==> src/rtl/seven_seg_pkg.sv <==
// rtl/seven_seg_pkg.sv - segment/select constants and capture FSM state type for the seven-segment bus monitor
package seven_seg_pkg;

    // Active-low bus patterns {~dp,~a,~b,~c,~d,~e,~f,~g}, decimal point dark.
    localparam logic [7:0] SEG_0     = 8'h81;
    localparam logic [7:0] SEG_1     = 8'hCF;
    localparam logic [7:0] SEG_2     = 8'h92;
    localparam logic [7:0] SEG_3     = 8'h86;
    localparam logic [7:0] SEG_4     = 8'hCC;
    localparam logic [7:0] SEG_5     = 8'hA4;
    localparam logic [7:0] SEG_6     = 8'hA0;
    localparam logic [7:0] SEG_7     = 8'h8F;
    localparam logic [7:0] SEG_8     = 8'h80;
    localparam logic [7:0] SEG_9     = 8'h84;
    localparam logic [7:0] SEG_BLANK = 8'hFF;

    localparam logic [3:0] SEL_NONE  = 4'hF;
    localparam logic [3:0] SEL_A     = 4'hE;
    localparam logic [3:0] SEL_B     = 4'hD;
    localparam logic [3:0] SEL_C     = 4'hB;
    localparam logic [3:0] SEL_D     = 4'h7;

    typedef enum logic {SEEK, COLLECT} capture_state_t;

    function automatic logic [1:0] sel_index(input logic [3:0] sel);
        logic [1:0] idx;
        idx = 2'd0;
        case (sel)
            SEL_B:   idx = 2'd1;
            SEL_C:   idx = 2'd2;
            SEL_D:   idx = 2'd3;
            default: idx = 2'd0;
        endcase
        return idx;
    endfunction

endpackage

==> src/rtl/seven_seg_pattern_decoder.sv <==
// rtl/seven_seg_pattern_decoder.sv - active-low abcdefg pattern to BCD value, hit=0 for non-digit patterns
module seven_seg_pattern_decoder
    import seven_seg_pkg::*;
(
    input  logic [6:0] segments,
    output logic       hit,
    output logic [3:0] value
);

    always_comb begin
        hit   = 1'b1;
        value = 4'd0;
        case (segments)
            SEG_0[6:0]: value = 4'd0;
            SEG_1[6:0]: value = 4'd1;
            SEG_2[6:0]: value = 4'd2;
            SEG_3[6:0]: value = 4'd3;
            SEG_4[6:0]: value = 4'd4;
            SEG_5[6:0]: value = 4'd5;
            SEG_6[6:0]: value = 4'd6;
            SEG_7[6:0]: value = 4'd7;
            SEG_8[6:0]: value = 4'd8;
            SEG_9[6:0]: value = 4'd9;
            default:    hit   = 1'b0;
        endcase
    end

endmodule

==> src/rtl/seven_seg_capture.sv <==
// rtl/seven_seg_capture.sv - multiplexed 4-digit seven-segment bus receiver rebuilding digits and decimal points
module seven_seg_capture
    import seven_seg_pkg::*;
#(
    parameter int STABLE_CYCLES = 2
) (
    input  logic       clk,
    input  logic       reset_n,
    input  logic [3:0] select,
    input  logic [7:0] segments,
    output logic [3:0] digit_a,
    output logic [3:0] digit_b,
    output logic [3:0] digit_c,
    output logic [3:0] digit_d,
    output logic [3:0] dp,
    output logic [3:0] digit_valid,
    output logic       frame_done,
    output logic       err
);

    localparam int             CW         = $clog2(STABLE_CYCLES + 1);
    localparam logic [CW-1:0]  STABLE_MAX = CW'(STABLE_CYCLES);

    logic [11:0]    sync1, sync2, prev;
    logic [CW-1:0]  run_cnt, run_cnt_n;
    logic           changed, cap_fire;
    logic           cap_valid;
    logic [11:0]    cap_sample;

    logic [3:0]     cap_sel;
    logic [7:0]     cap_seg;
    logic           one_hot_sel, is_write, is_err;
    logic [1:0]     idx;
    logic           dec_hit;
    logic [3:0]     dec_value;

    capture_state_t state, state_n;
    logic [1:0]     expect_idx, expect_idx_n;
    logic           err_n, done_n;

    always_comb begin
        changed   = (sync2 != prev);
        run_cnt_n = changed ? CW'(1)
                  : (run_cnt == STABLE_MAX) ? run_cnt : run_cnt + CW'(1);
        // Only the cycle the run first reaches the threshold counts; a saturated run stays silent.
        cap_fire  = (run_cnt_n == STABLE_MAX) && (changed || (run_cnt != STABLE_MAX));
    end

    always_ff @(posedge clk or negedge reset_n) begin
        if (!reset_n) begin
            sync1      <= '1;
            sync2      <= '1;
            prev       <= '1;
            run_cnt    <= '0;
            cap_valid  <= 1'b0;
            cap_sample <= '1;
        end else begin
            sync1      <= {select, segments};
            sync2      <= sync1;
            prev       <= sync2;
            run_cnt    <= run_cnt_n;
            cap_valid  <= cap_fire;
            cap_sample <= sync2;
        end
    end

    assign cap_sel = cap_sample[11:8];
    assign cap_seg = cap_sample[7:0];

    seven_seg_pattern_decoder u_decoder (
        .segments (cap_seg[6:0]),
        .hit      (dec_hit),
        .value    (dec_value)
    );

    always_comb begin
        one_hot_sel = (cap_sel == SEL_A) || (cap_sel == SEL_B) ||
                      (cap_sel == SEL_C) || (cap_sel == SEL_D);
        idx         = sel_index(cap_sel);
        is_write    = 1'b0;
        is_err      = 1'b0;
        if (cap_valid && (cap_sel != SEL_NONE)) begin
            if (!one_hot_sel)
                is_err = 1'b1;
            else if (cap_seg != SEG_BLANK) begin
                if (dec_hit)
                    is_write = 1'b1;
                else
                    is_err = 1'b1;
            end
        end
    end

    always_comb begin
        state_n      = state;
        expect_idx_n = expect_idx;
        err_n        = 1'b0;
        done_n       = 1'b0;
        if (is_err) begin
            err_n   = 1'b1;
            state_n = SEEK;
        end else if (is_write) begin
            case (state)
                SEEK: begin
                    if (idx == 2'd0) begin
                        state_n      = COLLECT;
                        expect_idx_n = 2'd1;
                    end
                end
                COLLECT: begin
                    if (idx == expect_idx) begin
                        if (idx == 2'd3) begin
                            done_n  = 1'b1;
                            state_n = SEEK;
                        end else begin
                            expect_idx_n = expect_idx + 2'd1;
                        end
                    end else begin
                        err_n = 1'b1;
                        // An early digit a is taken as the start of a fresh frame.
                        if (idx == 2'd0) begin
                            state_n      = COLLECT;
                            expect_idx_n = 2'd1;
                        end else begin
                            state_n = SEEK;
                        end
                    end
                end
                default: state_n = SEEK;
            endcase
        end
    end

    always_ff @(posedge clk or negedge reset_n) begin
        if (!reset_n) begin
            state       <= SEEK;
            expect_idx  <= 2'd0;
            err         <= 1'b0;
            frame_done  <= 1'b0;
            digit_a     <= 4'd0;
            digit_b     <= 4'd0;
            digit_c     <= 4'd0;
            digit_d     <= 4'd0;
            dp          <= 4'd0;
            digit_valid <= 4'd0;
        end else begin
            state      <= state_n;
            expect_idx <= expect_idx_n;
            err        <= err_n;
            frame_done <= done_n;
            if (is_write) begin
                case (idx)
                    2'd0:    digit_a <= dec_value;
                    2'd1:    digit_b <= dec_value;
                    2'd2:    digit_c <= dec_value;
                    default: digit_d <= dec_value;
                endcase
                dp[idx]          <= ~cap_seg[7];
                digit_valid[idx] <= 1'b1;
            end
        end
    end

endmodule

==> config.mk <==
export PLATFORM = sky130hd
export DESIGN_NAME = seven_seg_capture
export DESIGN_NICKNAME = d
export VERILOG_FILES = /design/src/rtl/seven_seg_pkg.sv /design/src/rtl/seven_seg_pattern_decoder.sv /design/src/rtl/seven_seg_capture.sv
export SDC_FILE = /design/constraint.sdc
export NUM_CORES = 1
export LEC_CHECK = 0
export ABC_AREA = 1
export CORE_AREA = 2 2 129 68
export DETAILED_ROUTE_END_ITERATION = 7
export DIE_AREA = 0 0 131 70
export PLACE_DENSITY_LB_ADDON = 0.1
export SYNTH_ARGS = -nofsm -noshare
export SYNTH_HDL_FRONTEND = slang
export SYNTH_SLANG_ARGS = --single-unit
==> constraint.sdc <==
create_clock -name clk -period 2 [get_ports clk]
set_input_delay 0.4 -clock clk [delete_from_list [all_inputs] [get_ports clk]]
set_output_delay 0.4 -clock clk [all_outputs]
set_load 0.1 [all_outputs]
; ---- After elaboration in Yosys (flattened, before gate mapping)
; Index checks and enable logic that the tools add are counted.
[op_classes]
add_sub_neg = 2
n_div = 0
n_bitwise = 5
shift = 0
n_eq_ne = 24
mul = 0
n_reduce_logical = 17
n_mux = 35
order_cmp = 2
[ops]
columns = op, count
row1 = $pmux 4 s9, 1
row2 = $mux 1, 24
row3 = $eq 7x3->1 const B, 2
row4 = $eq 7x6->1 const B, 2
row5 = $eq 7x7->1 const B, 2
row6 = $eq 4x4->1 const B, 3
row7 = $ne 12x12->1, 1
row8 = $mux 2, 5
row9 = $reduce_or 10->1, 1
row10 = $eq 2x2->1 const B, 4
row11 = $ne 8x8->1 const B, 1
row12 = $reduce_and 2->1, 4
row13 = $eq 7x1->1 const B, 1
row14 = $eq 7x4->1 const B, 1
row15 = $eq 7x5->1 const B, 1
row16 = $logic_not 7->1, 1
row17 = $pmux 2 s3, 1
row18 = $add 2x1->2 const B, 2
row19 = $bwmux 4, 1
row20 = $eq 4x3->1 const B, 1
row21 = $logic_or 1x1->1, 4
row22 = $ne 4x4->1 const B, 1
row23 = $not 1->1, 4
row24 = $or 4x4->4, 1
row25 = other kinds (14), 16
[word_totals]
latch_bits = 0
mem_bits_rw = 0
output_inout_bits = 26
n_memories = 0
inputBits = 14
romBits = 0
ff_bits = 68

; ---- Longest topological paths before layout
; Gate-level depths: netlist (run 1).
[logic_depth]
word_depth = 9
depth_mapped = 13

; ---- Cells and area by module
; A second synthesis (run 1) with hierarchy kept.
[hier_totals]
cells_unflattened = 276
hier_area_um2 = 2830.2
[by_module_without_submodules]
columns = module, seq_area_each_um2, area_each_um2, cells_each, instances
row1 = seven_seg_capture, 1746.7, 2593.7, 223, 1
row2 = seven_seg_pattern_decoder, 0.0, 236.5, 53, 1

; ---- Worst setup path after synthesis (run 1)
; Ideal clock, no wire load.
[synth_timing]
path_kind = flip-flop to flip-flop
from = register cap_sample[2]
to = register digit_c[0]
setup_slack_ps = 348
required_time_ps = 1867
arrival_ps = 1520
stages_incl_launch_ff = 11
path_buffers = 1
period_less_slack_ps = 1652
path_cell_list = dfstp_2 inv_1 nor2_1 nand2_1 a21oi_1 nor2_2 nand2_2 nand3b_1 buf_6 nand2_1 o21ai_2
[synth_via]
elab_chain_cells = 8
elab_cells_between_ends = 19
cone_classes = eq/ne (10) / mux (6) / reduce/logical (3)
[synth_rtl]
columns = element, line_no
row1 = from (decl), seven_seg_capture.sv:28  ; logic [11:0] cap_sample;
row2 = from (signal assigned), seven_seg_capture.sv:63  ; cap_sample <= sync2;
row3 = "$eq 7x1->1, or another cell as far along", seven_seg_pattern_decoder.sv:13  ; case (segments)
row4 = $reduce_or 10->1 (no line), --
row5 = $mux 1, seven_seg_pattern_decoder.sv:13
row6 = $mux 1, seven_seg_capture.sv:86  ; if (dec_hit)
row7 = $mux 1, seven_seg_capture.sv:85  ; else if (cap_seg != SEG_BLANK) begin
row8 = $mux 1, seven_seg_capture.sv:83  ; if (!one_hot_sel)
row9 = $mux 1, seven_seg_capture.sv:82  ; if (cap_valid && (cap_sel != SEL_NONE)) begin
row10 = $reduce_and 2->1 (no line), --
row11 = to (signal assigned), seven_seg_capture.sv:155  ; 2'd2: digit_c <= dec_value;
row12 = to (decl), seven_seg_capture.sv:13  ; output logic [3:0] digit_c,
; Parallel ways exist; a longest one is shown, timed or not.
; A chain may end at the register's enable or synchronous reset.

; ---- Worst setup path after layout (run 1)
[layout_timing]
from = register cap_sample[2]
to = register digit_c[1]
; Same word-level chain as after synthesis.

==> results of run 1 <==
what timing repair did:
item,CTS,global route
resized for setup,0,1
hold endpoints to repair,5,0
endpoints found under the setup margin,0,10
buffers inserted,0,1
hold buffers,1,0
power by group through the flow:
stage / Combinational (mW) / Clock [mW] / Sequential (mW)
after floorplan: 0.0669 / 0 / 1.49
after global placement: 0.143 / 0 / 1.50
after detailed placement: 0.142 / 0 / 1.50
after CTS: 0.143 / 1.87 / 1.48
after global routing: 0.161 / 1.94 / 1.48
final: 0.141 / 1.83 / 1.48
cell usage after synthesis, types with 3 or more instances:
master and number:
inv_1 27, nand3b_1 3, nand4_1 5, nand2_2 3, buf_6 4, o21ai_2 3
o21ai_1 17, dfrtp_1 32, xnor2_1 5, nand3_1 13, xor2_1 7, nand2_1 78
nor3_1 3, dfstp_2 36, nor2_1 19, nor3_2 3
area by class of cell:
cell class                      instances  area (um^2)  area share [%]
Inverter                               28          105            2.89
Timing Repair Buffer                   49          410            11.3
Tap cell                              117          146            4.02
Multi-Input combinational cell        174          878            24.1
Clock buffer                           12          278            7.63
Clock inverter                          4         75.1            2.06
Sequential cell                        68         1750            48.0
layer usage:
metal,vias up,track usage (%)
met3,7,5.67
met5,-,0
met2,46,16.9
met4,0,4.61
met1,903,21.7
li1,980,-
metrics by stage:
step / hold WS (ns) / total power [mW]
2_1_floorplan: 0.104 / 1.56
3_3_place_gp: 0.332 / 1.64
3_5_place_dp: 0.333 / 1.64
4_1_cts: 0.355 / 3.49
5_1_grt: 0.357 / 3.59
6_report: 0.354 / 3.44
path summary, 6_finish.rpt:
kind,end,slack [ns],cells after the start
worst min register to register,sync2[0],0.35,0
worst max-delay path,digit_c[1],0.24,10
worst min-delay path,sync2[0],0.35,0
min in group asynchronous,digit_c[2],0.51,2
worst max register to register,digit_c[1],0.24,10
max in group asynchronous,cap_sample[10],0.89,3
cell families after synthesis:
family / count (synthesis)
and+or+nand+nor: 135
adders and majority gates: 2
AOI/OAI and AO/OA: 25
DFF: 68
buffers and inverters: 33
xor gates and xnor gates: 12
worst max-delay path: stages, from the launching register on:
cell      delay (ns)
dfstp_2         0.54
inv_1           0.06
nor2_1          0.16
nand2_1         0.11
a21oi_2         0.19
nor2_2          0.06
nand2_2         0.11
nand3b_1        0.09
buf_4           0.19
nand2_1         0.08
o21ai_2         0.05
==> results_dict.tcl, run 1 <==
set metrics [dict create \
    grtUsageTotal_pct 13.9 \
    syn_area_um2 2780 \
    cp-startpoint "cap_sample[2]" \
    place_inst 434 \
    fin_cells 452 \
    swShare_pct 20.3 \
    cts.sinks 68 \
    relSlewSlack_pct 73.6 \
    port_buffers 39 \
    utilization_pct 44.1 \
    area_growth_pct 31.1 \
    nFillCells 760 \
    place_ws_ns 0.0726 \
    crit_arrival_ns 1.96 \
    first_pass_iters 4 \
    synth_cells 275 \
    synth-seq-cells 68 \
    status "completed" \
    synth_top_area_share_pct 34.1 \
    top_layer_used "met4" \
    num_rows 24 \
    initial_core_util_pct 33.6 \
    period_needed_ns 1.76 \
    fmax_mhz 569 \
    yosysSeqAreaShare_pct 62.9 \
    avgSynthCellArea_um2 10.1 \
    ioPinCount 40 \
    routedWlPerCell_um 12.3 \
    yosys.area.top_type "dfstp_2" \
    synth_compound_area_share_pct 5.00 \
    fin_ws_ns 0.244 \
    p_per_area_nw_per_um2 946 \
    cp_max_fo 11 \
    gp_congestion 0.850 \
    min_period_over_period_pct 87.8 \
    ant_nets 0 \
    ys.flop_type "dfstp_2" \
    nNetsFinal 346 \
    p_int_mw 2.75 \
    slew_violations 0 \
    wl_met3_um 337 \
    overflow 0 \
    htree_levels 3 \
    holdCritStartpoint "sync1[0]" \
    cap_violations 0 \
    worstMarginPinSlew_ns 0.395 \
    yosys.area_share.adder_pct 0.901 \
    tns_ns 0 \
    num_antenna_cells 0 \
    grt_max_degree 46 \
    die_area_um2 9170 \
    p_sw_uw 699 \
    synth_xor_area_share_pct 3.79 \
    synth_cell_types 28 \
    grt_pass1_vias 1865 \
    final_common_cell "nand2_1" \
    clockBufferDepth 2 \
    ys_top_cells_by_area "dfstp_2, dfrtp_1, nand2_1" \
    drtIter0Drc 89 \
    ys.warnings.count 0 \
    critPathKind "reg2reg" \
    routed_wl_mm 5.55 \
    p_comb_share_pct 4.1 \
    cts.clk_slew.worst_paths_ns 0.06 \
    power.clock.fraction_pct 53.0 \
    synth.area.mux_share_pct 0 \
    synth_simple_gate_area_share_pct 21.8 \
    final_hold_viol_count 0 \
    rsz0062_at_grt "no" \
    synth_edf_count 0 \
    syn_nets 291 \
    antenna_found_initial 0 \
    power_leakage_nw 1.76 \
    reg2reg_from "cap_sample[2]" \
    setup_viol_count_final 0 \
    grt_first_pass_wirelength_mm 9.44 \
    seqPwrFrac_pct 42.9 \
    tritoncts "built" \
    synth_top_family_by_area "simple AND/OR/NAND/NOR gates" \
    wl_met2_mm 2.06 \
    dpl_cell_area_um2 3270 \
    top_regs "cap_sample x12, sync1 x12, sync2 x12" \
    clockRootBuffer "clkbuf_16" \
    die_w_um 131 \
    ir_drop_uv 427 \
    endpoint_kind "register" \
    async_flop_share_pct 100 \
    worstSetupStartpointType "register" \
    drc 0 \
    drive_gt1_share_pct 31.3 \
    worstPathRequired_ns 2.21 \
    fin_area_um2 3640 \
    die_y_um 70 \
    place_hpwl_mm 4.04 \
    core_area_um2 8260 \
    via_count 1936 \
    skew_ns 0.00586 \
    clk_latency_ns 0.33 \
    cts_inserted_buffers 9 \
    vias_per_cell 4.28 \
    final_cell_mix "nand2_1, dfstp_2, buf_4" \
    met1_length_mm 3.09 \
    hold_path.class "reg2reg" \
]
Power figures use the tool's default switching activity.
==> run 2: changes to the inputs <==
==> constraint.sdc (replaced) <==
create_clock -name clk -period 2 [get_ports clk]
set_input_delay 0.4 -clock clk [delete_from_list [all_inputs] [get_ports clk]]
set_output_delay 0.4 -clock clk [all_outputs]
set_load 0.005 [all_outputs]
==> run 2 against run 1 <==
  * Utilization up 0.21 points
  * Setup slack worse by 0.012 ns
  * Power down 3.9%
  * Cell area up 0.48%
  * Register-to-register slack about the same
  * Sequential power about the same
  * Count of clock-buffer cells in the layout down 3
  * Sequential share of layout area down 0.23 points
  * Sequential cell count unchanged
  * Routed wire length about the same
  * Combinational power down 3%
  * Largest cell class unchanged
==> results_dict.tcl, run 2 (synthesized netlist as in run 1, its figures left out) <==
set metrics [dict create \
    drive_gt1_share_pct 23.4 \
    regArea_um2 1750 \
    whs_ns 0.0898 \
    nNetsFinal 344 \
    multiInputGateArea_um2 878 \
    power_mw 3.31 \
    cts_hold_buf 0 \
    period_needed_ns 1.77 \
    die_w_um 131 \
    nFillCells 755 \
    cts_inserted_buffers 9 \
    initial_core_util_pct 33.6 \
    cp-startpoint "cap_sample[2]" \
    num_rows 24 \
    slew_violations 0 \
    crit_end "digit_c[1]" \
    via_count 1910 \
    skew_ns 0.00632 \
    gp_congestion 0.884 \
    reg2reg_from "cap_sample[2]" \
    r2r-end "digit_c[1]" \
    drc 0 \
    r2r_slack_ns 0.23 \
    power_leakage_nw 1.68 \
    overflow 0 \
    htree_levels 3 \
    top_regs "cap_sample x12, sync1 x12, sync2 x12" \
    die_y_um 70 \
    cts.clk_slew.worst_paths_ns 0.06 \
    area_growth_pct 31.7 \
    drtIter0Drc 154 \
    routed_wl_mm 5.54 \
    ir_drop_uv 500 \
    num_antenna_cells 0 \
    cp_max_fo 11 \
    ant_nets 0 \
    cts.sinks 68 \
    worstMarginPinSlew_ns 0.415 \
    rsz0062_at_grt "no" \
    setup_viol_count_final 0 \
    port_buffers 39 \
    first_pass_iters 4 \
    cap_violations 0 \
    ioPinCount 40 \
    relSlewSlack_pct 72.1 \
    clockRootBuffer "clkbuf_16" \
    tns_ns 0 \
    fin_cells 450 \
    grtUsageTotal_pct 13.7 \
    hold_path.class "in2async" \
    reg2regPathDepth 10 \
    crit_arrival_ns 1.98 \
    endpoint_kind "register" \
    grt_first_pass_wirelength_mm 9.36 \
    final_hold_viol_count 0 \
    routedWlPerCell_um 12.3 \
    status "completed" \
    fmax_mhz 565 \
    final_common_cell "nand2_1" \
    vias_per_cell 4.24 \
    die_area_um2 9170 \
    grt_pass1_vias 1833 \
    final_cell_mix "nand2_1, clkdlybuf4s50_1, dfstp_2" \
    core_area_um2 8260 \
    clockBufferDepth 2 \
    place_inst 433 \
    worstPathRequired_ns 2.21 \
    tritoncts "built" \
    place_hpwl_mm 3.84 \
    min_period_over_period_pct 88.4 \
    p_per_area_nw_per_um2 905 \
    clk_latency_ns 0.33 \
    critPathKind "reg2reg" \
    antenna_found_initial 0 \
    grt_max_degree 69 \
    worstSetupStartpointType "register" \
]
==> run 2: how the worst min path moves through the flow <==
stage / endpoint / slack, ns / depth (start not counted)
floorplan: cap_valid / 0.10 / 0
global placement: sync2[6] / 0.35 / 0
detailed placement: sync2[10] / 0.35 / 0
CTS: digit_a[0] / 0.09 / 2
global route: digit_valid[2] / 0.1 / 2
finish: digit_valid[2] / 0.09 / 2
==> run 2: metal layers <==
metal  track usage, %  wire length, um
met1             22.3             3180
met2             15.9             1990
met3             5.36              318
met4             4.26               53
met5                0                0
==> run 2: per-stage QoR <==
step	util, %	setup WS (ns)	instance area [um^2]
finish	44.3	0.231	3660
global route	44.3	0.00858	3660
CTS	44.2	0.0730	3650
detailed placement	40.2	0.0894	3320
global placement	40.2	0.154	3320
floorplan	-	0.364	2780
==> run 2: worst max-delay path, cell delays in order, from the launching register on <==
cell	delay, ns
dfstp_2	0.55
inv_1	0.06
nor2_1	0.16
nand2_1	0.12
a21oi_2	0.18
nor2_2	0.06
nand2_2	0.12
nand3b_1	0.08
buf_4	0.18
nand2_1	0.08
o21ai_2	0.05
==> run 2: what timing repair did <==
item / in CTS / in global routing
buffers inserted: 0 / 1
setup endpoints to repair: 0 / 23
resized for setup: 0 / 1
==> run 2: layout make-up <==
type	count	share of cell area, %
repair buffers	47	12.5
flip-flops and latches	68	47.8
multi-input cells	174	24.0
clock buffers	9	6.16
inverters	28	2.87
well taps	117	4.00
clock inverters	7	2.67
==> run 2: where the power goes <==
| group | internal (mW) | leakage (nW) | switching (mW) |
|---|---|---|---|
| combinational | 0.0586 | 0.703 | 0.0786 |
| sequential | 1.44 | 0.821 | 0.0328 |
| clock | 1.10 | 0.160 | 0.599 |
==> RTL edit 1, RTL diff (settings of run 1) <==
The parameter `STABLE_CYCLES` goes from 2 to 4.
--- a/src/rtl/seven_seg_capture.sv
+++ b/src/rtl/seven_seg_capture.sv
@@ -3,5 +3,5 @@
     import seven_seg_pkg::*;
 #(
-    parameter int STABLE_CYCLES = 2
+    parameter int STABLE_CYCLES = 4
 ) (
     input  logic       clk,
Check against the original RTL: not equivalent (a bounded check fails within 10 cycles, from zero or initial values and one cycle with reset_n low).
==> RTL edit 1 against run 1 <==
  * Count of clock-buffer cells in the layout decreased by 2
  * Power down 3.7%
  * Worst setup slack worse by 0.095 ns
  * Worst hold slack about the same
  * Sequential cell count is 1 higher
  * Clock skew about the same
  * Synthesized area rose by 7.7%
  * Utilization up 1.6 points
  * Wire length up 6.6%
  * Non-clock buffer count shrank 5
  * First-iteration DRC count is 43% higher
  * Cell area is 3.7% higher
  * Die area unchanged
  * Synthesized cell count up 9.5%
  * Critical path type unchanged
  * Largest cell class unchanged
==> RTL edit 1: results (changes against run 1) <==
| Metric | Value |
|---|---|
| Area after DPL | `3447 um2 (+5.6%)` |
| Commonest cells post-synth | `nand2_1, dfstp_2, dfrtp_1, inv_1, nor2_1` |
| Top post-synthesis cells by area | `dfstp_2, dfrtp_1, nand2_1, inv_1, nor2_1` |
| # fillers | `785 (+3.3%)` |
| Vias/cell | `4.309 (+0.59%)` |
| Share of layout cells above drive strength 1 | `0.3146 (+0.001174)` |
| Crit path DAT | `2.10 ns (+0.14 ns)` |
| Unique masters post-synth | `32 (+14%)` |
| Final wirelength | `5909 um (+6.6%)` |
| Static leakage | `1.862 nW (+5.7%)` |
| Seq/Total Area, Yosys | `0.5925 (-0.03664)` |
| 1st-iter DRT viols | `127 (+43%)` |
| Via count | `2038 (+5.3%)` |
| Cells after Synth | `301 (+9.5%)` |
| Vias in the first global route | `1937 (+3.9%)` |
| Status | `finished, final reports clean` |
| First-pass GRT wire length | `9942 um (+5.3%)` |
| Worst slew pin tran | `0.4106 ns (+0.01575 ns)` |
| Peak supply drop | `0.4969 mV (+16%)` |
| GRT Resource Usage Total | `0.1463 (+0.007443)` |
| Final layout net count | `367 (+6.1%)` |
| DP Cell Count | `456 (+5.1%)` |
| Largest net degree at the start of global routing | `54 (+17%)` |
| Detailed placement HPWL | `4388 um (+8.5%)` |
| Clk_skew | `0.005642 ns (-0.0002173 ns)` |
| GP Congestion | `0.8158 (-4.0%)` |
-- RTL edit 1: logic make-up after synthesis --
kind of cell    count (synthesis)  share of synthesized area
simple gates                  151                     0.2540
flops                          69                     0.5925
buf+inv                        38                    0.05900
compound gates                 31                    0.05691
xor+xnor                       10                    0.02929
fa+ha+maj                       2                   0.008367
-- RTL edit 1: layout make-up --
class | count | area, um2 | share of cell area
repair buffers | 44 | 372.9 | 0.09881
multi-input cells | 194 | 1042 | 0.2762
flip-flops and latches | 69 | 1772 | 0.4695
well taps | 117 | 146.4 | 0.03879
clock inverters | 6 | 87.58 | 0.02321
clock buffers | 10 | 229.0 | 0.06068
inverters | 33 | 123.9 | 0.03282
-- RTL edit 1: worst paths after layout --
kind	startpoint	end	slack, ns	cells past startpoint
min in group asynchronous	reset_n	dp[2]	0.53	2
worst min register to register	sync1[1]	sync2[1]	0.35	0
worst max register to register	cap_sample[6]	dp[3]	0.15	10
max in group asynchronous	reset_n	cap_sample[1]	0.82	3
worst max-delay path	cap_sample[6]	dp[3]	0.15	10
worst min-delay path	sync1[1]	sync2[1]	0.35	0
-- RTL edit 1: what timing repair did --
| action | in CTS | in global routing |
|---|---|---|
| endpoints found under the hold margin | 4 | 0 |
| hold buffers | 1 | 0 |
| endpoints found under the setup margin | 0 | 10 |
| gates resized for setup | 0 | 0 |
-- RTL edit 1: through the flow --
| step | setup WS (ns) | util |
|---|---|---|
| floorplan | 0.3489 | - |
| detailed placement | 0.1369 | 0.4174 |
| global route | -0.04110 | 0.4570 |
| CTS | 0.1004 | 0.4570 |
| global placement | 0.1529 | 0.4174 |
| finish | 0.1489 | 0.4570 |
-- RTL edit 1: critical path, stage by stage, from the launching register on --
cell and delay, ns:
dfstp_2 0.60, inv_2 0.09, nand3_1 0.15, inv_1 0.06, nand2_1 0.07, nand2_2 0.07
nor2_4 0.17, nand3_4 0.17, nand3_2 0.23, nand2_1 0.07, o21ai_1 0.08
-- RTL edit 1: where the power goes --
part           internal [mW]  total (mW)  switching, mW
Combinational         0.0651       0.160         0.0945
Sequential              1.46        1.50         0.0306
Clock                   1.09        1.66          0.573
Total                   2.62        3.32          0.699
-- RTL edit 1: routing by layer --
layer	GRT usage	wire length, um	vias to the layer above
li1	-	-	1056
met1	0.2326	3217	921
met2	0.1710	2157	56
met3	0.06284	482	5
met4	0.04728	52	0
met5	0	0	-
==> RTL edit 2, RTL diff (settings of run 1) <==
Made on the original files. Add an input register stage for `select` and `segments`, cleared by the reset; this delays them by one clock.
--- a/src/rtl/seven_seg_capture.sv
+++ b/src/rtl/seven_seg_capture.sv
@@ -21,4 +21,17 @@
     localparam int             CW         = $clog2(STABLE_CYCLES + 1);
     localparam logic [CW-1:0]  STABLE_MAX = CW'(STABLE_CYCLES);
+
+    logic [3:0] select_q;
+    logic [7:0] segments_q;
+
+    always_ff @(posedge clk or negedge reset_n) begin
+        if (!reset_n) begin
+            select_q   <= '0;
+            segments_q <= '0;
+        end else begin
+            select_q   <= select;
+            segments_q <= segments;
+        end
+    end
 
     logic [11:0]    sync1, sync2, prev;
@@ -56,5 +69,5 @@
             cap_sample <= '1;
         end else begin
-            sync1      <= {select, segments};
+            sync1      <= {select_q, segments_q};
             sync2      <= sync1;
             prev       <= sync2;
Behaviour: not the same (Yosys sat finds a counterexample within 10 cycles, from zero or initial values and one cycle with reset_n low).
==> RTL edit 2 against run 1 <==
  * Power shrank 1.9%
  * Largest power group is now registers
  * Wire length shrank 4.5%
  * Synthesized area grew 12%
  * Sequential cell count rose by 12
  * Worst setup slack got worse by 0.10 ns
  * Global-route usage fell by 0.36 points
  * Clock skew fell by 0.0012 ns
  * Cell area rose by 6.7%
==> RTL edit 2: results (changes against run 1) <==
| Metric | Value |
|---|---|
| Post-CTS setup buffers | `0 (unchanged)` |
| Final wirelength | `5298 um (-4.5%)` |
| Initial antenna violation count | `0 (unchanged)` |
| Crit path DAT | `2.06 ns (+0.10 ns)` |
| Clock slew seen by the registers of the worst setup and hold paths | `0.06 ns (about the same)` |
| # fillers | `753 (-0.92%)` |
| FFs w/ async S/R, synth | `1.000 (unchanged)` |
| First-pass GRT wire length | `9239 um (-2.1%)` |
| Final hold slack | `0.005591 ns (-0.3480 ns)` |
| Max layer used | `met4` |
| Unique masters post-synth | `28 (unchanged)` |
| H-tree levels | `3 (unchanged)` |
| DR pass1 iterations | `4 (unchanged)` |
| Clock Tree Buf Depth | `2 (unchanged)` |
| Grt ovf | `0 (unchanged)` |
| Detailed placement HPWL | `3795 um (-6.2%)` |
| Clk_skew | `0.004675 ns (-0.001184 ns)` |
| Vias/cell | `4.295 (+0.28%)` |
| Static leakage | `1.874 nW (+6.4%)` |
| WL met2 | `2146 um (+4.4%)` |
| Origin of the critical flop-to-flop path | `cap_sample[2]` |
| Commonest cells post-synth | `nand2_1, dfrtp_1, dfstp_2, inv_1, nor2_1` |
| GRT Resource Usage Total | `0.1353 (-0.003615)` |
| Peak supply drop | `0.5462 mV (+28%)` |
| HP Class | `in -> async` |
| Root buffer cell | `clkbuf_16` |
| Reg2reg end | `digit_c[2]` |
| Port bufs | `39 (unchanged)` |
| Share of layout cells above drive strength 1 | `0.3353 (+0.02188)` |
| CTS buffer count | `9 (unchanged)` |
| Largest regs | `cap_sample (12), sync1 (12), sync2 (12)` |
| Met3 wire len | `309 um (-8.3%)` |
| Worst slew pin tran | `0.4241 ns (+0.02926 ns)` |
| Final layout net count | `348 (+0.58%)` |
| # diodes | `0 (unchanged)` |
| Top post-synthesis cells by area | `dfrtp_1, dfstp_2, nand2_1, o21ai_2, inv_1` |
| Status | `finished, final reports clean` |
| Mapped Nets | `297 (+2.1%)` |
| GP Congestion | `0.7918 (-6.9%)` |
| Pre-CTS setup slack | `0.1571 ns (+0.08449 ns)` |
| Synth warn | `0 (unchanged)` |
| Met1 WL | `2780 um (-9.9%)` |
| 1st-iter DRT viols | `118 (+33%)` |
| Largest net degree at the start of global routing | `33 (-28%)` |
| Clock latency on the worst-skew pair | `0.33 ns (about the same)` |
| Vias in the first global route | `1910 (+2.4%)` |
| Crit Path Max Fanout | `11 (unchanged)` |
| Post-synth top flop | `dfrtp_1` |
| CP peak stage delay | `0.58 ns (+0.04 ns)` |
| Seq/Total Area, Yosys | `0.6576 (+0.02844)` |
| Worst reg-to-reg path cell count | `8 (-2)` |
| R2R Setup Slk | `0.14 ns (-0.10 ns)` |
| CP max-delay cell | `dfstp_2` |
[RTL edit 2: changes by cell type after synthesis, moves of 3 or more]
cell and change:
dfrtp_1 +12, o21ai_1 -9, o21ai_2 +9, xnor2_1 +5, xor2_1 -4, inv_1 -3, nand3b_2 +3, nor2_1 -3
nor3_2 -3
[RTL edit 2: cells by family after synthesis]
kind of cell / share of synthesized area
AOI/OAI and AO/OA: 0.05305
DFF: 0.6576
adders and majority gates: 0.008037
xor gates and xnor gates: 0.03658
buffers and inverters: 0.04703
and+or+nand+nor: 0.1978
[RTL edit 2: layout make-up]
type                    instances  area, um2  share of cell area
flip-flops and latches         80       2047              0.5272
inverters                      25      93.84             0.02417
multi-input cells             171      932.1              0.2401
well taps                     117      146.4             0.03771
repair buffers                 45      380.4             0.09797
clock inverters                 6      43.79             0.01128
clock buffers                  10      239.0             0.06155
[RTL edit 2: worst max-delay path, delay by kind of cell, from the launching register on]
family,cells,cell delay [ns]
AOI/OAI and AO/OA,1,0.06
and+or+nand+nor,7,1.09
DFF,1,0.58
[RTL edit 2: per-stage QoR]
| step | area (um2) | std cells | total power, mW |
|---|---|---|---|
| floorplan | 3113 | 281 | 1.824 |
| global placement | 3587 | 438 | 1.909 |
| detailed placement | 3587 | 438 | 1.911 |
| CTS | 3870 | 454 | 3.445 |
| global route | 3882 | 454 | 3.549 |
| finish | 3882 | 454 | 3.380 |
[RTL edit 2: worst max path at each step]
stage	from	end	slack, ns
6_report	cap_sample[2]	digit_c[2]	0.14
5_1_grt	cap_sample[2]	digit_c[2]	-0.06
4_1_cts	cap_sample[2]	digit_d[3]	0.13
3_5_place_dp	cap_sample[2]	digit_d[3]	0.16
3_3_place_gp	cap_sample[5]	digit_d[2]	0.19
2_1_floorplan	cap_sample[2]	digit_d[2]	0.31
[RTL edit 2: report_power, final]
part           internal (mW)  leakage, nW  switching (mW)
logic                 0.0624        0.775          0.0818
registers               1.70        0.961          0.0379
clock network          0.877        0.139           0.622
total                   2.64         1.87           0.741
[RTL edit 2: timing repair]
| item | CTS | global route |
|---|---|---|
| hold buffers | 0 | 0 |
| setup endpoints to repair | 0 | 23 |
| resized for setup | 0 | 2 |
[RTL edit 2: per-layer routing]
metal,vias to the layer above,GRT usage
li1,997,-
met1,905,0.2010
met2,43,0.1721
met3,5,0.05900
met4,0,0.04965
met5,-,0
